===== src/rtl/instr_prefetch_buffer_pkg.sv =====
// prefetch_pkg: shared types and helpers for the instruction prefetch buffer.
//   type_fetch_req_s : word fetch request towards the icache/MMU {req, addr}
//   type_fetch_rsp_s : icache/MMU response {ack, data}
//   type_pref_out_s  : instruction presented to the IF stage {valid, instr, pc, is_comp}
//   is_rvc()         : true when the low two bits mark a 16-bit (compressed) encoding
//   INSTR_NOP        : canonical 32-bit NOP (addi x0, x0, 0)
package prefetch_pkg;

    localparam int          PREF_XLEN = 32;
    localparam logic [31:0] INSTR_NOP = 32'h0000_0013;

    typedef struct packed {
        logic                 req;
        logic [PREF_XLEN-1:0] addr;
    } type_fetch_req_s;

    typedef struct packed {
        logic        ack;
        logic [31:0] data;
    } type_fetch_rsp_s;

    typedef struct packed {
        logic                 valid;
        logic [31:0]          instr;
        logic [PREF_XLEN-1:0] pc;
        logic                 is_comp;
    } type_pref_out_s;

    function automatic logic is_rvc(input logic [1:0] low_bits);
        return low_bits != 2'b11;
    endfunction

endpackage


===== src/rtl/instr_prefetch_buffer_if.sv =====
// instr_prefetch_buffer_if: fetch port and IF-stage port of the prefetch buffer.
//   fetch_req_o/fetch_addr_o  : word fetch request (buffer -> icache/MMU)
//   fetch_ack_i/fetch_data_i  : one-cycle response strobe with data (icache/MMU -> buffer)
//   instr_valid_o/instr_ready_i, instr_o, pc_o, is_comp_o : instruction handshake to IF
// Handshake semantics: an instruction transfers on every rising clk edge where
// instr_valid_o && instr_ready_i; the buffer holds instr_o/pc_o/is_comp_o stable
// while valid and not ready. A fetch request is accepted in the cycle fetch_req_o
// is high (no ready back-pressure); exactly one fetch_ack_i answers each request.
// Modports: master = prefetch buffer side, slave = icache + IF stage side.
interface instr_prefetch_buffer_if #(
    parameter int XLEN = 32
);
    logic            fetch_req_o;
    logic [XLEN-1:0] fetch_addr_o;
    logic            fetch_ack_i;
    logic [31:0]     fetch_data_i;
    logic            instr_valid_o;
    logic            instr_ready_i;
    logic [31:0]     instr_o;
    logic [XLEN-1:0] pc_o;
    logic            is_comp_o;

    modport master (
        output fetch_req_o, fetch_addr_o,
        input  fetch_ack_i, fetch_data_i,
        output instr_valid_o, instr_o, pc_o, is_comp_o,
        input  instr_ready_i
    );

    modport slave (
        input  fetch_req_o, fetch_addr_o,
        output fetch_ack_i, fetch_data_i,
        input  instr_valid_o, instr_o, pc_o, is_comp_o,
        output instr_ready_i
    );
endinterface


===== src/rtl/instr_prefetch_buffer_fifo.sv =====
// pref_word_fifo: small word FIFO with two read ports (head and head+1).
//   clk, rst       : clock, synchronous active-high reset
//   clear          : empties the FIFO (pointers and count), dominates push/pop
//   push/push_data : write one word at the tail
//   pop            : drop the head word
//   count          : words held, log2(DEPTH)+1 bits
//   head/head_next : word at the head and the word after it (pointer wraps)
// Push and pop in the same cycle are allowed; the caller never pushes when full.
module pref_word_fifo #(
    parameter int DEPTH = 4,
    parameter int WIDTH = 32
) (
    input  logic                   clk,
    input  logic                   rst,
    input  logic                   clear,
    input  logic                   push,
    input  logic [WIDTH-1:0]       push_data,
    input  logic                   pop,
    output logic [$clog2(DEPTH):0] count,
    output logic [WIDTH-1:0]       head,
    output logic [WIDTH-1:0]       head_next
);
    localparam int AW = $clog2(DEPTH);

    logic [WIDTH-1:0] mem [DEPTH];
    logic [AW-1:0]    rptr;
    logic [AW-1:0]    wptr;

    always_ff @(posedge clk) begin
        if (rst || clear) begin
            rptr  <= '0;
            wptr  <= '0;
            count <= '0;
        end else begin
            if (push) begin
                wptr <= wptr + AW'(1);
            end
            if (pop) begin
                rptr <= rptr + AW'(1);
            end
            case ({push, pop})
                2'b10:   count <= count + (AW+1)'(1);
                2'b01:   count <= count - (AW+1)'(1);
                default: count <= count;
            endcase
        end
    end

    // Storage has no reset: contents are only observed through count-qualified reads.
    always_ff @(posedge clk) begin
        if (push && !clear && !rst) begin
            mem[wptr] <= push_data;
        end
    end

    assign head      = mem[rptr];
    assign head_next = mem[rptr + AW'(1)];

endmodule


===== src/rtl/instr_prefetch_buffer.sv =====
// instr_prefetch_buffer: prefetches aligned 32-bit words into a DEPTH-word FIFO and
// hands 16-bit (RVC) and 32-bit instructions at any halfword alignment to IF.
//   clk, rst     : clock, synchronous active-high reset
//   flush_i      : redirect, dominates every other input
//   flush_pc_i   : redirect target (bit 0 ignored)
//   bus (master) : fetch request/response and instruction valid/ready port
//   stall_cnt_o, flush_cnt_o : saturating statistics counters, present only
//                  when the PREFETCH_STATS_EN macro is defined
module instr_prefetch_buffer
    import prefetch_pkg::*;
#(
    parameter int              DEPTH    = 4,
    parameter int              XLEN     = 32,
    parameter logic [XLEN-1:0] RESET_PC = '0
) (
    input  logic              clk,
    input  logic              rst,
    input  logic              flush_i,
    input  logic [XLEN-1:0]   flush_pc_i,
    instr_prefetch_buffer_if.master bus
`ifdef PREFETCH_STATS_EN
    ,
    output logic [31:0]       stall_cnt_o,
    output logic [31:0]       flush_cnt_o
`endif
);
    localparam int              AW       = $clog2(DEPTH);
    localparam logic [AW:0]     CNT_FULL = (AW+1)'(DEPTH);
    localparam logic [AW:0]     CNT_ONE  = (AW+1)'(1);

    logic [AW:0]     count;
    logic [31:0]     h0;
    logic [31:0]     h1;
    logic            pending_q;   // a fetch request is in flight
    logic            drop_q;      // the in-flight request predates a flush
    logic            offset_q;    // head halfword within h0
    logic [XLEN-1:0] pc_q;
    logic [XLEN-1:0] addr_q;

    type_fetch_req_s req_s;
    type_fetch_rsp_s rsp_s;
    type_pref_out_s  out_s;
    logic            comp;
    logic [31:0]     raw_instr;
    logic            fire;
    logic            push;
    logic            pop;

    logic            unused_bits;
    assign unused_bits = ^{flush_pc_i[0], h1[31:16]};

    always_comb begin
        rsp_s.ack  = bus.fetch_ack_i;
        rsp_s.data = bus.fetch_data_i;
        // Gated by rst so every output reads 0 while reset is held.
        req_s.req  = !rst && !pending_q && (count < CNT_FULL) && !flush_i;
        req_s.addr = addr_q;
    end

    // Instruction alignment from the two head words.
    always_comb begin
        comp      = offset_q ? is_rvc(h0[17:16]) : is_rvc(h0[1:0]);
        raw_instr = '0;
        out_s     = '0;
        if (!offset_q) begin
            raw_instr   = comp ? {16'h0000, h0[15:0]} : h0;
            out_s.valid = (count != '0);
        end else begin
            // A 32-bit instruction starting in the upper half straddles into h1.
            raw_instr   = comp ? {16'h0000, h0[31:16]} : {h1[15:0], h0[31:16]};
            out_s.valid = comp ? (count != '0) : (count > CNT_ONE);
        end
        out_s.instr   = out_s.valid ? raw_instr : '0;
        out_s.pc      = out_s.valid ? pc_q : '0;
        out_s.is_comp = out_s.valid && comp;
    end

    assign fire = out_s.valid && bus.instr_ready_i && !flush_i;
    assign push = rsp_s.ack && !drop_q && !flush_i;
    // Only an RVC taken from the lower half leaves the head word in place.
    assign pop  = fire && (offset_q || !comp);

    pref_word_fifo #(
        .DEPTH (DEPTH),
        .WIDTH (32)
    ) u_fifo (
        .clk       (clk),
        .rst       (rst),
        .clear     (flush_i),
        .push      (push),
        .push_data (rsp_s.data),
        .pop       (pop),
        .count     (count),
        .head      (h0),
        .head_next (h1)
    );

    always_ff @(posedge clk) begin
        if (rst) begin
            pending_q <= 1'b0;
            drop_q    <= 1'b0;
            offset_q  <= 1'b0;
            pc_q      <= RESET_PC;
            addr_q    <= RESET_PC;
        end else if (flush_i) begin
            offset_q <= flush_pc_i[1];
            pc_q     <= {flush_pc_i[XLEN-1:1], 1'b0};
            addr_q   <= {flush_pc_i[XLEN-1:2], 2'b00};
            if (rsp_s.ack) begin
                // The ack retires the only outstanding request; nothing is left to discard.
                pending_q <= 1'b0;
                drop_q    <= 1'b0;
            end else if (pending_q) begin
                drop_q <= 1'b1;
            end
        end else begin
            if (rsp_s.ack) begin
                pending_q <= 1'b0;
                if (drop_q) begin
                    drop_q <= 1'b0;
                end else begin
                    addr_q <= addr_q + XLEN'(4);
                end
            end
            if (req_s.req) begin
                pending_q <= 1'b1;
            end
            if (fire) begin
                pc_q <= pc_q + (comp ? XLEN'(2) : XLEN'(4));
                if (comp) begin
                    offset_q <= !offset_q;
                end
            end
        end
    end

    assign bus.fetch_req_o   = req_s.req;
    assign bus.fetch_addr_o  = req_s.addr;
    assign bus.instr_valid_o = out_s.valid;
    assign bus.instr_o       = out_s.instr;
    assign bus.pc_o          = out_s.pc;
    assign bus.is_comp_o     = out_s.is_comp;

`ifdef PREFETCH_STATS_EN
    always_ff @(posedge clk) begin
        if (rst) begin
            stall_cnt_o <= '0;
            flush_cnt_o <= '0;
        end else begin
            if (bus.instr_ready_i && !out_s.valid && !flush_i && (stall_cnt_o != '1)) begin
                stall_cnt_o <= stall_cnt_o + 32'd1;
            end
            if (flush_i && (flush_cnt_o != '1)) begin
                flush_cnt_o <= flush_cnt_o + 32'd1;
            end
        end
    end
`endif

endmodule


===== src/flat_wrapper.sv =====
// flat-port wrapper written by rule: the top's interface ports become plain ports
module instr_prefetch_buffer_flat import prefetch_pkg::*;
#(
    parameter int              DEPTH    = 4,
    parameter int              XLEN     = 32,
    parameter logic [XLEN-1:0] RESET_PC = '0
)
  (clk, rst, flush_i, flush_pc_i, bus_fetch_req_o, bus_fetch_addr_o, bus_fetch_ack_i, bus_fetch_data_i, bus_instr_valid_o, bus_instr_o, bus_pc_o, bus_is_comp_o, bus_instr_ready_i);
  instr_prefetch_buffer_if #(.XLEN(XLEN)) bus_i ();
  input  logic clk;
  input  logic rst;
  input  logic flush_i;
  input  logic [XLEN-1:0] flush_pc_i;
  output wire logic [$bits(bus_i.fetch_req_o)-1:0] bus_fetch_req_o;
  output wire logic [$bits(bus_i.fetch_addr_o)-1:0] bus_fetch_addr_o;
  input wire logic [$bits(bus_i.fetch_ack_i)-1:0] bus_fetch_ack_i;
  input wire logic [$bits(bus_i.fetch_data_i)-1:0] bus_fetch_data_i;
  output wire logic [$bits(bus_i.instr_valid_o)-1:0] bus_instr_valid_o;
  output wire logic [$bits(bus_i.instr_o)-1:0] bus_instr_o;
  output wire logic [$bits(bus_i.pc_o)-1:0] bus_pc_o;
  output wire logic [$bits(bus_i.is_comp_o)-1:0] bus_is_comp_o;
  input wire logic [$bits(bus_i.instr_ready_i)-1:0] bus_instr_ready_i;
  assign bus_fetch_req_o = bus_i.fetch_req_o;
  assign bus_fetch_addr_o = bus_i.fetch_addr_o;
  assign bus_i.fetch_ack_i = bus_fetch_ack_i;
  assign bus_i.fetch_data_i = bus_fetch_data_i;
  assign bus_instr_valid_o = bus_i.instr_valid_o;
  assign bus_instr_o = bus_i.instr_o;
  assign bus_pc_o = bus_i.pc_o;
  assign bus_is_comp_o = bus_i.is_comp_o;
  assign bus_i.instr_ready_i = bus_instr_ready_i;
  instr_prefetch_buffer #(.DEPTH(DEPTH), .XLEN(XLEN), .RESET_PC(RESET_PC)) u_core (.clk(clk), .rst(rst), .flush_i(flush_i), .flush_pc_i(flush_pc_i), .bus(bus_i));
endmodule

===== config.mk =====
export PLATFORM = sky130hd
export DESIGN_NAME = instr_prefetch_buffer_flat
export DESIGN_NICKNAME = d
export VERILOG_FILES = /design/src/rtl/instr_prefetch_buffer_pkg.sv /design/src/rtl/instr_prefetch_buffer_if.sv /design/src/rtl/instr_prefetch_buffer_fifo.sv /design/src/rtl/instr_prefetch_buffer.sv /design/src/flat_wrapper.sv
export SDC_FILE = /design/constraint.sdc
export NUM_CORES = 1
export LEC_CHECK = 0
export CORE_MARGIN = 2
export CORE_UTILIZATION = 54
export CTS_CLUSTER_SIZE = 12
export DETAILED_ROUTE_END_ITERATION = 16
export PLACE_DENSITY = 0.9
export SETUP_SLACK_MARGIN = 0.4
export SYNTH_ARGS = -nofsm -noshare
export SYNTH_HDL_FRONTEND = slang
export SYNTH_SLANG_ARGS = --single-unit

===== constraint.sdc =====
create_clock -name clk -period 4.85 [get_ports clk]
set_clock_uncertainty 0.15 [all_clocks]
set_input_delay 0.97 -clock clk [delete_from_list [all_inputs] [get_ports clk]]
set_output_delay 0.97 -clock clk [all_outputs]
set_load 0.01 [all_outputs]

Yosys cells after proc, flatten, opt, wreduce, memory -nomap -nowiden
Memory sizes are Yosys's and may differ from the RTL's. A register that Yosys moved wholly into a read port is not among the register bits.
Index checks and enable logic that the tools add are counted.
{ "word_totals": {"ff_bits": 74, "ramBits": 128, "inputBits": 69, "out_inout_bits": 99, "elab_cells": 84, "n_memories": 1} }
{ "classes": {"n_addsub": 6, "n_lt_le_gt_ge": 2, "eq_ne": 5, "muxes": 29, "bitwise": 1, "reduce_logical": 30} }
{ "mem_list": {"columns": ["memory", "words", "word_bits", "rd", "rd_clocked_by_memory_dff", "wr", "line", "source"], "rows": [
  ["u_core.u_fifo.mem", 4, 32, 2, 1, 1, "instr_prefetch_buffer_fifo.sv:25", "logic [WIDTH-1:0] mem [DEPTH];"]
]} }
{ "op_table": {"columns": ["op", "count"], "rows": [
  ["two-way mux 32 bit", 10],
  ["adder 32 x 3 -> 32 bit, second input constant", 1],
  ["adder 32 bit", 1],
  ["two-way mux 1 bit", 15],
  ["logical AND 1 bit", 11],
  ["nonzero test 2 bit", 5],
  ["AND reduction 2 bit", 4],
  ["logical NOT 1 bit", 6],
  ["!= test 2 bit, second input constant", 3],
  ["case mux 3 bit (2 select lines)", 1],
  ["adder 2 x 1 -> 2 bit, second input constant", 2],
  ["two-way mux 2 bit", 2],
  ["adder 3 x 1 -> 3 bit, second input constant", 1],
  ["> comparator 3 x 1 -> 1 bit, second input constant", 1],
  ["< comparator 3 bit, second input constant", 1],
  ["two-way mux 3 bit", 1],
  ["nonzero test 3 bit", 1],
  ["subtractor 3 x 1 -> 3 bit, second input constant", 1],
  ["== test 2 x 1 -> 1 bit, second input constant", 1],
  ["== test 2 bit, second input constant", 1],
  ["logical OR 1 bit", 2],
  ["OR reduction 2 bit", 1],
  ["NOT 1 bit", 1]
]} }

Depth between registers and ports, before layout
{ "logic_depth": {"word_depth": 9, "ltp_mapped": 13, "mapped_depth_nobuf": 12} }

Cells and area by module
A second synthesis with hierarchy kept.
{ "hier_totals": {"cells_unflattened": 863, "area_unflattened_um2": 10551.4} }
{ "by_module_without_submodules": {"columns": ["mod", "n_inst", "cells_per_inst", "area_per_inst_um2", "seq_area_each_um2"], "rows": [
  ["pref_word_fifo", 1, 254, 5906.9, 4023.9],
  ["instr_prefetch_buffer", 1, 609, 4644.5, 1281.2]
]} }

Worst setup path before layout
OpenSTA, ideal clock, no wires.
{ "synth_path": {"path_kind": "flip-flop to flip-flop", "from": "reg (tool-made name)", "to": "reg u_core.pc_q[23]", "setup_ps": 120, "t_arrival_ps": 3241, "required_ps": 4580, "slack_ps": 1339, "stages_incl_launch_ff": 14, "path_buffers": 1, "period_less_slack_ps": 3511, "path_cell_list": "dfxtp_1 -> buf_6 -> mux4_2 -> nand3_1 -> o21ai_0 -> inv_1 -> ha_1 -> inv_1 -> fa_1 -> nor2b_1 -> nand2b_1 -> a2111o_1 -> o31a_1 -> o31a_1"} }
{ "synth_lines": {"columns": ["element", "line", "source"], "rows": [
  ["end signal, assigned", "instr_prefetch_buffer.sv:107", "pc_q <= {flush_pc_i[XLEN-1:1], 1'b0};"],
  ["end signal, assigned", "instr_prefetch_buffer.sv:129", "pc_q <= pc_q + (comp ? XLEN'(2) : XLEN'(4));"],
  ["end, declared", "instr_prefetch_buffer.sv:37", "logic [XLEN-1:0] pc_q;"]
]} }

==> results.tsv <==
metric	value	unit
Initial DRC Count	565	
Final Cycle Share	89.4	%
DR vias	7298	
Die X	139	µm
most frequent cell after synthesis	edfxtp_1	
residual DRC count	0	
Final Hold Vio Count	0	
Sink Count	201	
Fillers	1208	
vias in the first global route	7223	
total power	3860	µW
Root Driver	clkbuf_16	
grt ovf	0	
crit path to	bus_instr_o[12]	
worst relative slew slack	40.2	%
Total GRT Usage	25.1	%
height of the chip	139	µm
Nets	1027	
post-synthesis instance area	9830	µm²
Final Setup Violations	0	
Worst-Margin Slew	0.897	ns
Multi-input gate area	4260	µm²
fin worst setup slack	0.516	ns
FF-to-FF End	u_core.pc_q[23]	
pin count of the biggest net entering global routing	80	
H-tree depth	1	
fmax	0.231	GHz
Peak VDD IR	0.287	mV
Core Box Area	17900	µm²
Detailed Routing Iterations Pass 1	5	
Post-Route Utilization	69.3	%
Syn-to-layout area delta	26.3	%
Routed Antenna Nets	0	
cts hold-fix bufs	0	
setup TNS	0	ns
status	finished clean	
initial antenna violation count	1	
Placed Cells	1145	
CP required	3.73	ns
critical path peak fanout	36	
row count	49	
Max Cap Violations	0	
GPL Wtd Cong	0.892	
CTS clock-pin slew for the worst setup and hold paths	0.06	ns
Post-DP HPWL	16.9	mm
number of CTS-inserted buffers	22	
Seq. cell area	5310	µm²
first-pass GRT wire length	38.8	mm
Critical Path Source Type	flip-flop	
Post-Layout Cell Count	1187	
Worst Reg-to-Reg Cells	12	
Max clock buf depth	3	
routed wire length per instance	20.9	µm
Slew Limit Fails	0	
die footprint	19300	µm²
Pwr per Cell Area	311	nW/µm²
cell taking the most area after synthesis	edfxtp_1	
starting density of the core	54.9	%
share of cells above drive strength 1	12.0	%
Main synth FF type	edfxtp_1	
dpl ws	0.347	ns
worst min path class	reg2reg	
Area contributors post-synth	edfxtp_1 39%, dfxtp_1 15%, mux4_2 11%	
Post-synth top cells	128 x edfxtp_1, 73 x dfxtp_1, 68 x nor2_1	
Syn Inst Count	782	
drt via density	6.15	
CP arrival	3.21	ns
Async SR Flop Fraction	0	%
YS warnings	0	
IO Count	168	
min Tclk post-route	4.33	ns
Worst setup EP type	primary output	
CTS tree	built	
Avg Cell Area, Syn	12.6	µm²
R2R Setup Slk	0.75	ns
Pleak	0.00399	µW
Synth cell types	55	
DRT Wirelength	24.8	mm
RSZ-0062 raised after global routing	true	
post-synth top area share	39.1	%
port buffer count	163	
sequential element share of the synthesized area	54.0	%
worst skew pair latency	0.50	ns
Post-synth EDFFs	128	
crit path kind	reg2out	
Synth Register Bits	201	
## registers in the layout (all words and copies together), names as in the netlist, named ones only
name,flops
u_core.u_fifo.mem,128
u_core.pc_q,31
u_core.bus.fetch_addr_o,30
u_core.u_fifo.count,3
u_core.u_fifo.rptr,2
u_core.u_fifo.wptr,2
u_core.drop_q,1
u_core.offset_q,1
u_core.pending_q,1
## report_power, final
| part | switching, µW | internal, µW | total (µW) |
|---|---|---|---|
| Combinational | 195 | 205 | 400 |
| Sequential | 55.2 | 1870 | 1920 |
| Clock | 632 | 906 | 1540 |
| Total | 882 | 2980 | 3860 |
## worst max-delay path: stages, from the launching register on
cell             delay (ns)
dfxtp_4                0.50
mux4_2                 0.66
a31o_2                 0.33
o21ai_4                0.11
buf_4                  0.46
nor2_1                 0.12
clkdlybuf4s50_1        0.52
## cell families (layout without fill, tap and decap cells)
logic type | Yosys count | count (layout) | synth area share [%]
adders and majority gates | 13 | 13 | 1.73
xor gates and xnor gates | 36 | 36 | 3.21
buffers and inverters | 72 | 245 | 3.04
DFF | 201 | 201 | 54.0
muxes | 83 | 83 | 14.6
other | 1 | 4 | 0.0382
and+or+nand+nor | 235 | 235 | 12.4
AOI/OAI and AO/OA | 141 | 141 | 11.0
## what timing repair did
action / CTS / global route
setup endpoints to repair: 42 / 43
pin swaps: 1 / 0
gates cloned: 0 / 1
setup buffers: 4 / 0
gates resized for setup: 2 / 3
## cells in the final DEF (no fill, tap or decap), types with 4 or more instances in the layout
cell type,count
o31ai_1,5
or3_1,4
o21ai_0,13
a311oi_1,4
clkbuf_16,23
nand4_1,17
a21boi_0,28
clkinv_1,7
clkdlybuf4s50_1,163
dfxtp_1,70
o31a_1,18
nor3_1,22
edfxtp_1,128
o21a_1,28
mux2i_1,35
nor2_1,68
a31oi_1,5
clkbuf_1,4
and3_1,12
buf_4,19
xor2_1,8
and4_1,10
or4_1,4
a211oi_1,9
xnor2_1,28
nand2_1,26
and2_1,28
inv_1,23
nand3_1,17
nor4_1,12
a21oi_1,9
nor2b_1,5
mux4_2,48
ha_1,12
## stage by stage
step	area, µm²	hold slack, ns
floorplan	9830	0.301
CTS	12400	0.336
global placement	11700	0.318
finish	12400	0.345
detailed placement	11700	0.323
global route	12400	0.374
## metal layers
layer | share of wire, % | global-route usage [%] | wire length, µm
met1 | 40 | 33.1 | 10000
met2 | 49 | 42.8 | 12100
met3 | 8.5 | 5.46 | 2110
met4 | 2.2 | 6.54 | 537
met5 | 0 | 0 | 0
## worst min path at each step
stage	start	to	slack, ns	cells after the start
floorplan	u_core.pending_q	u_core.pending_q	0.30	1
global placement	u_core.pending_q	u_core.pending_q	0.32	1
detailed placement	u_core.pending_q	u_core.pending_q	0.32	1
CTS	u_core.pending_q	u_core.pending_q	0.34	1
global route	u_core.pending_q	u_core.pending_q	0.37	1
finish	u_core.pending_q	u_core.pending_q	0.35	1
## final cells by class
cell class | count | area share, %
diodes | 1 | 0.0202
clock buffers | 27 | 4.76
clock inverters | 9 | 0.514
inverters | 25 | 0.786
multi-input cells | 511 | 34.3
flip-flops and latches | 201 | 42.8
well taps | 229 | 2.31
repair buffers | 183 | 14.5
repair inverters | 1 | 0.0605
No activity file was read; power rests on OpenSTA's default activity.
